## src/rtl/icache_mshr_txreq_arb_pkg.sv

```systemverilog
`default_nettype none
// ============================================================================
// Module      : icache_mshr_txreq_arb_pkg
// Description : Shared types and constants for the I-cache MSHR downstream
//               request arbiter: request payload, response sideband, default
//               sizing and the round-robin pointer advance helper.
// Revision    : 1.0 - initial release
// ============================================================================
package icache_mshr_txreq_arb_pkg;

   // Default sizing. The transaction ID is the MSHR entry index, so its
   // width is derived from the entry count rather than chosen freely.
   localparam int TXARB_ENTRY_NUM  = 4;
   localparam int TXARB_ID_W       = (TXARB_ENTRY_NUM > 1) ? $clog2(TXARB_ENTRY_NUM) : 1;
   localparam int TXARB_LINE_BEATS = 4;
   localparam int TXARB_BEAT_CNT_W = (TXARB_LINE_BEATS > 1) ? $clog2(TXARB_LINE_BEATS) : 1;

   // Downstream read request payload issued by an MSHR entry.
   typedef struct packed {
      logic [31:0] addr;
      logic [1:0]  prot;
   } pc_req_t;

   // Response sideband used to route a beat back to its owning entry.
   typedef struct packed {
      logic [TXARB_ID_W-1:0] id;
      logic                  last;
   } ds_rsp_t;

   // Next round-robin start index: one past the winner, wrapping to 0.
   function automatic int rr_next(input int idx, input int n);
      return (idx + 1 >= n) ? 0 : idx + 1;
   endfunction

endpackage
`default_nettype wire

```

## src/rtl/icache_rr_arb.sv

```systemverilog
`default_nettype none
// ============================================================================
// Module      : icache_rr_arb
// Description : Combinational round-robin priority search. Grants the first
//               eligible index at or after rr_ptr, searching upward with
//               wrap-around.
// Ports       : eligible  in  N      request mask
//               rr_ptr    in  IDX_W  search start index (must be < N)
//               grant_oh  out N      one-hot grant, zero when nothing eligible
//               grant_idx out IDX_W  binary index of the grant
//               any_grant out 1      at least one index eligible
// Revision    : 1.0 - initial release
// ============================================================================
module icache_rr_arb #(
   parameter int N     = 4,
   parameter int IDX_W = 2
) (
   input  logic [N-1:0]     eligible,
   input  logic [IDX_W-1:0] rr_ptr,
   output logic [N-1:0]     grant_oh,
   output logic [IDX_W-1:0] grant_idx,
   output logic             any_grant
);

   // One extra bit so rr_ptr + k cannot overflow before the wrap compare.
   logic [IDX_W:0]   probe_sum;
   logic [IDX_W-1:0] probe_idx;

   always_comb begin
      grant_oh  = '0;
      grant_idx = '0;
      any_grant = 1'b0;
      probe_sum = '0;
      probe_idx = '0;
      for (int k = 0; k < N; k++) begin
         probe_sum = {1'b0, rr_ptr} + (IDX_W+1)'(k);
         if (probe_sum >= (IDX_W+1)'(N)) begin
            probe_sum = probe_sum - (IDX_W+1)'(N);
         end
         probe_idx = probe_sum[IDX_W-1:0];
         if (!any_grant && eligible[probe_idx]) begin
            any_grant           = 1'b1;
            grant_idx           = probe_idx;
            grant_oh[probe_idx] = 1'b1;
         end
      end
   end

endmodule
`default_nettype wire

```

## src/rtl/icache_mshr_txreq_arb.sv

```systemverilog
`default_nettype none
// ============================================================================
// Module      : icache_mshr_txreq_arb
// Description : Round-robin arbiter between the MSHR entries and a single
//               registered downstream read-request channel. Tracks which
//               entries are in flight, counts response beats per entry and
//               pulses linefill_done to the owner on the last beat.
// Ports       : clk, rst_n                 clock, synchronous active-low reset
//               entry_txreq_vld/rdy/pld    per-entry request handshake
//               downstream_txreq_vld/rdy   registered request channel
//               downstream_txreq_pld/id    registered payload, entry index ID
//               downstream_rxrsp_vld/rdy   response beats (rdy tied high)
//               downstream_rxrsp_id/last   response routing
//               linefill_done              one-cycle done pulse per entry
//               inflight_bitmap            entries awaiting their last beat
//               rsp_err                    sticky response protocol error
// Revision    : 1.0 - initial release
// ============================================================================
module icache_mshr_txreq_arb
   import icache_mshr_txreq_arb_pkg::*;
#(
   parameter int MSHR_ENTRY_NUM = TXARB_ENTRY_NUM,
   parameter int ID_W           = TXARB_ID_W,
   parameter int LINE_BEATS     = TXARB_LINE_BEATS,
   parameter int BEAT_CNT_W     = TXARB_BEAT_CNT_W
) (
   input  logic                      clk,
   input  logic                      rst_n,
   input  logic [MSHR_ENTRY_NUM-1:0] entry_txreq_vld,
   output logic [MSHR_ENTRY_NUM-1:0] entry_txreq_rdy,
   input  pc_req_t                   entry_txreq_pld [MSHR_ENTRY_NUM],
   output logic                      downstream_txreq_vld,
   input  logic                      downstream_txreq_rdy,
   output pc_req_t                   downstream_txreq_pld,
   output logic [ID_W-1:0]           downstream_txreq_id,
   input  logic                      downstream_rxrsp_vld,
   output logic                      downstream_rxrsp_rdy,
   input  logic [ID_W-1:0]           downstream_rxrsp_id,
   input  logic                      downstream_rxrsp_last,
   output logic [MSHR_ENTRY_NUM-1:0] linefill_done,
   output logic [MSHR_ENTRY_NUM-1:0] inflight_bitmap,
   output logic                      rsp_err
);

   localparam logic [BEAT_CNT_W-1:0] LAST_BEAT_CNT = BEAT_CNT_W'(LINE_BEATS - 1);

   logic [MSHR_ENTRY_NUM-1:0] inflight;
   logic [ID_W-1:0]           rr_ptr;
   logic [BEAT_CNT_W-1:0]     beat_cnt [MSHR_ENTRY_NUM];

   logic [MSHR_ENTRY_NUM-1:0] eligible;
   logic [MSHR_ENTRY_NUM-1:0] grant_oh;
   logic [ID_W-1:0]           grant_idx;
   logic                      any_grant;
   logic                      load;
   logic [MSHR_ENTRY_NUM-1:0] set_mask;
   logic [MSHR_ENTRY_NUM-1:0] clr_mask;
   logic [MSHR_ENTRY_NUM-1:0] beat_hit;

   ds_rsp_t                   rsp;
   logic                      rsp_hit;
   logic [BEAT_CNT_W-1:0]     rsp_cnt;
   logic                      err_orphan;
   logic                      err_early_last;
   logic                      err_overrun;

   // ------------------------------------------------------------------------
   // Request side
   // ------------------------------------------------------------------------
   // The registered inflight mask is used, so an entry whose last beat
   // arrives this cycle stays masked until the following cycle.
   assign eligible = entry_txreq_vld & ~inflight;

   icache_rr_arb #(
      .N     (MSHR_ENTRY_NUM),
      .IDX_W (ID_W)
   ) u_rr_arb (
      .eligible  (eligible),
      .rr_ptr    (rr_ptr),
      .grant_oh  (grant_oh),
      .grant_idx (grant_idx),
      .any_grant (any_grant)
   );

   // rst_n is folded in so an entry never sees an accept that reset discards.
   assign load            = any_grant & (~downstream_txreq_vld | downstream_txreq_rdy) & rst_n;
   assign entry_txreq_rdy = grant_oh & {MSHR_ENTRY_NUM{load}};
   assign set_mask        = entry_txreq_rdy;

   always_ff @(posedge clk) begin
      if (!rst_n) begin
         downstream_txreq_vld <= 1'b0;
         downstream_txreq_pld <= '0;
         downstream_txreq_id  <= '0;
         rr_ptr               <= '0;
      end else if (load) begin
         downstream_txreq_vld <= 1'b1;
         downstream_txreq_pld <= entry_txreq_pld[grant_idx];
         downstream_txreq_id  <= grant_idx;
         rr_ptr               <= ID_W'(rr_next(int'(grant_idx), MSHR_ENTRY_NUM));
      end else if (downstream_txreq_rdy) begin
         downstream_txreq_vld <= 1'b0;
      end
   end

   // ------------------------------------------------------------------------
   // Response side
   // ------------------------------------------------------------------------
   assign downstream_rxrsp_rdy = 1'b1;

   assign rsp.id   = TXARB_ID_W'(downstream_rxrsp_id);
   assign rsp.last = downstream_rxrsp_last;

   assign rsp_hit        = downstream_rxrsp_vld & inflight[rsp.id];
   assign rsp_cnt        = beat_cnt[rsp.id];
   assign err_orphan     = downstream_rxrsp_vld & ~inflight[rsp.id];
   assign err_early_last = rsp_hit &  rsp.last & (rsp_cnt != LAST_BEAT_CNT);
   assign err_overrun    = rsp_hit & ~rsp.last & (rsp_cnt == LAST_BEAT_CNT);

   // Per-entry decode of the response beat and its beat counter. The counter
   // saturates on an overrun so a runaway burst cannot alias to a fresh line.
   for (genvar gi = 0; gi < MSHR_ENTRY_NUM; gi++) begin : g_entry
      assign beat_hit[gi] = rsp_hit & (rsp.id == TXARB_ID_W'(gi));
      assign clr_mask[gi] = beat_hit[gi] & rsp.last;

      always_ff @(posedge clk) begin
         if (!rst_n) begin
            beat_cnt[gi] <= '0;
         end else if (clr_mask[gi]) begin
            beat_cnt[gi] <= '0;
         end else if (beat_hit[gi] && (beat_cnt[gi] != LAST_BEAT_CNT)) begin
            beat_cnt[gi] <= beat_cnt[gi] + BEAT_CNT_W'(1);
         end
      end
   end

   // Set and clear never target the same entry: a set entry was not in
   // flight, while a clear needs the entry to be in flight.
   always_ff @(posedge clk) begin
      if (!rst_n) begin
         inflight      <= '0;
         linefill_done <= '0;
         rsp_err       <= 1'b0;
      end else begin
         inflight      <= (inflight | set_mask) & ~clr_mask;
         linefill_done <= clr_mask;
         if (err_orphan || err_early_last || err_overrun) begin
            rsp_err <= 1'b1;
         end
      end
   end

   assign inflight_bitmap = inflight;

endmodule
`default_nettype wire
```

## config.mk

```make
export PLATFORM = sky130hd
export DESIGN_NAME = icache_mshr_txreq_arb
export DESIGN_NICKNAME = d
export VERILOG_FILES = /design/src/rtl/icache_mshr_txreq_arb_pkg.sv /design/src/rtl/icache_rr_arb.sv /design/src/rtl/icache_mshr_txreq_arb.sv
export SDC_FILE = /design/constraint.sdc
export NUM_CORES = 1
export LEC_CHECK = 0
export BUFFER_PORTS_ARGS = -buffer_cell sky130_fd_sc_hd__clkbuf_2
export CORE_MARGIN = 5
export CORE_UTILIZATION = 49
export CTS_CLUSTER_SIZE = 25
export DETAILED_ROUTE_END_ITERATION = 16
export GPL_TIMING_DRIVEN = 0
export PLACE_DENSITY = 0.83
export SLEW_MARGIN = 10
export SYNTH_ARGS = -nofsm -noshare
export SYNTH_HDL_FRONTEND = slang
export SYNTH_SLANG_ARGS = --single-unit
```

## constraint.sdc

```tcl
create_clock -name clk -period 4.4 [get_ports clk]
set_clock_uncertainty 0.15 [all_clocks]
set_input_delay 0 -clock clk [delete_from_list [all_inputs] [get_ports clk]]
set_output_delay 0 -clock clk [all_outputs]
set_load 0.01 [all_outputs]
```

==> results.ini <==
[run_status]
status=finished with violations
failed_checks=hold timing

[yosys]
syn_area_per_cell_um2=9.44
postSynth.asyncResetShare=0
synth_edf_count=8
synth_area_um2=3710
yosysSeqAreaShare=0.324
synth_seq_cells=56
synth-main-ff-cell=dfxtp_1
synthesis.nets=552
yosysWarnings=0
syn_inst=393
ys_types=49

[clocking]
clock_latency_ns=0.32
cts_tree=yes
clock_path_buffers=2
cts_setup_buffers=0
cts.sinks=56
cts.clk_slew.worst_paths_ns=0.11
cts-root-buf=clkbuf_8
cts_made_buffers=5
htreeDepth=2

[placed_design]
hpwl_mm=9.90
gp_congestion=0.886
io_buffers=195

[grt]
use_met1=0.421
grt_pass1_vias=5579
grt_max_degree=19
grt_pass1_wl_mm=30.3
grt_busiest_layer=met2
grt_use_met3=0.142
grt_antenna_before_repair=3
use_met2=0.669
overflow=0
grt_use_total=0.407

[route]
wl_per_cell_um=24.0
drc=0
antenna_left=0
wl_mm=20.0
first_pass_iters=5
dr_total_vias=5234
viasPerCell=6.31
drt_iter0_drc=581

[setup_path]
r2r-end=downstream_txreq_pld[0]
worstSetupEndpoint=downstream_txreq_pld[0]
rr_worst_depth=13
cp.arrival_ns=4.25
r2r_setup_slack_ns=0.23
cp-start-kind=register
crit_path_max_fanout=10
worstReg2RegStart=rr_ptr[1]
crit_path_start=rr_ptr[1]
worstPathRequired_ns=4.47
path_class=reg2reg
worstSetupEndpointType=register

[floorplanning]
start_util=0.509
dieArea_um2=9410
core_area_um2=7290
pin_count=198
die_h_um=97.0
die_x_um=97.0
rows=31

[sta]
setup_tns_ns=0
max_freq_mhz=240
finalHoldViolCount=1
setup_viol_count_final=0
period_needed_ns=4.17
hold_slack_ns=-0.0282
worstMarginPinSlew_ns=0.650
slew-limit-headroom=0.567
finalMaxSlewViolations=0
post-route-period-util=0.948
rsz0062_at_grt=false

[power]
p_seq_frac=0.209
p_comb_frac=0.713
p_clk_frac=0.078
leakagePower_nw=2.97
p_int_mw=2.17
switching_share=0.461
switchingPower_mw=1.86
ir_drop_uv=414
power_density_nw_per_um2=646

[min_path]
hold-path-cell-count=4
hp-class=in2reg

[cells_and_area]
areaGrowthSynthToFinish_pct=68.0
final_util=0.855
fin_nets=886
drive_gt1_frac=0.327
fillers=389

[flow_run]
cap_violations=0

==> state kept, by name, summed over array words and instances (netlist names) <==
register,cells
inflight_bitmap,4
rr_ptr,2
beat_cnt,8
downstream_txreq_pld,34
downstream_txreq_vld,1
downstream_txreq_id,2
linefill_done,4
rsp_err,1
==> area by class of cell <==
class | count | area (um^2) | area share
inverter | 9 | 33.8 | 0.00542
multi-input combinational | 296 | 2280 | 0.366
antenna | 3 | 7.51 | 0.00120
sequential | 56 | 1200 | 0.193
timing repair buffer | 327 | 2300 | 0.369
clock buffer | 5 | 68.8 | 0.0110
clock inverter | 3 | 22.5 | 0.00361
buffer | 32 | 196 | 0.0315
tap | 99 | 124 | 0.0199
==> logic make-up (layout without fill, tap and decap cells) <==
family | after synthesis | after routing | share of synthesized area
xor+xnor | 2 | 2 | 0.00472
compound gates | 82 | 82 | 0.185
buf+inv | 41 | 376 | 0.0617
simple gates | 115 | 115 | 0.153
fa+ha+maj | 12 | 12 | 0.0405
mux | 84 | 84 | 0.230
other cells | 1 | 4 | 0.00101
flops | 56 | 56 | 0.324
==> power groups by stage <==
stage,sequential [mW],clock [mW],combinational (mW)
2_1_floorplan,0.856,0,1.54
3_3_place_gp,0.814,0,2.13
4_1_cts,0.807,0.301,2.61
3_5_place_dp,0.816,0,2.18
6_report,0.842,0.314,2.87
5_1_grt,0.849,0.325,2.98
==> per-layer routing <==
layer,part of all wire,vias up,wire length [um]
li1,-,2161,-
met1,0.32,2332,6410
met2,0.46,553,9280
met3,0.12,188,2330
met4,0.097,0,1940
met5,0,-,0
==> through the flow <==
stage | total power [mW] | hold WS (ns) | worst slack (ns) | std cells | instance area (um^2)
finish | 4.03 | -0.0282 | 0.228 | 830 | 6230
global route | 4.16 | 0.0110 | 0.0558 | 829 | 6230
CTS | 3.72 | 0.00115 | 0.0713 | 827 | 6220
detailed placement | 3.00 | 0.135 | 0.930 | 687 | 4810
global placement | 2.95 | 0.123 | 0.907 | 687 | 4810
floorplan | 2.39 | -0.0123 | 1.45 | 393 | 3710
==> worst max-delay path: stages, from the launching register on <==
cell           delay [ns]
dfxtp_1              0.46
clkbuf_2             0.28
inv_1                0.14
ha_1                 0.43
nor2b_2              0.24
a22oi_1              0.09
a32oi_1              0.21
buf_2                0.19
buf_4                0.29
mux2i_1              0.20
dlygate4sd3_1        0.55
mux2i_1              0.08
dlygate4sd3_1        0.57
a22o_1               0.19
==> cells in the mapped netlist (2+ instances only) <==
library cell,instances,area (um^2)
mux2i_1,82,821
dfxtp_1,48,961
nor2_1,32,120
nor3_1,28,140
a221o_1,24,240
a21oi_1,16,80.1
nand2_1,16,60.1
buf_2,15,75.1
ha_1,12,150
nor2b_1,11,68.8
nor4_1,11,68.8
a22o_1,10,87.6
inv_1,9,33.8
edfxtp_1,8,240
clkbuf_1,7,26.3
o21ai_0,7,35.0
buf_4,5,37.5
buf_6,5,56.3
nand2b_1,5,31.3
nand3_1,5,25.0
a222oi_1,4,40.0
o221ai_1,4,35.0
o211ai_1,2,15.0
xnor2_1,2,17.5
==> worst min-delay path by stage <==
stage                                    start                  endpoint  slack, ns
after CTS                 entry_txreq_pld[123]  downstream_txreq_pld[21]      0.001
final                      entry_txreq_pld[53]  downstream_txreq_pld[19]      -0.03
after global routing      entry_txreq_pld[121]  downstream_txreq_pld[19]       0.01
after global placement    downstream_txreq_rdy      downstream_txreq_vld       0.12
after floorplan                          rst_n        inflight_bitmap[2]      -0.01
after detailed placement  downstream_txreq_rdy      downstream_txreq_vld       0.13
==> cells in the final DEF, fill, tap and decap left out, types with 6 or more instances in the layout <==
master         Yosys  layout
edfxtp_1           8       8
nor3_1            28      28
a221o_1           24      24
a22o_1            10      10
a21oi_1           16      16
inv_1              9       9
dlygate4sd3_1      0     132
o21ai_0            7       7
clkbuf_2           0     196
nor4_1            11      11
dfxtp_1           48      48
mux2i_1           82      82
clkbuf_1           7       6
nor2_1            32      32
nand2_1           16      16
ha_1              12      12
nor2b_1           11      10
buf_2             15      15
==> timing repair <==
item                                    in CTS  in global routing
hold buffers                               132                  0
endpoints found under the setup margin       0                  1
gates resized for setup                      0                  3
hold endpoints to repair                    44                  0
Note: power is estimated with default switching activity, not from simulation.
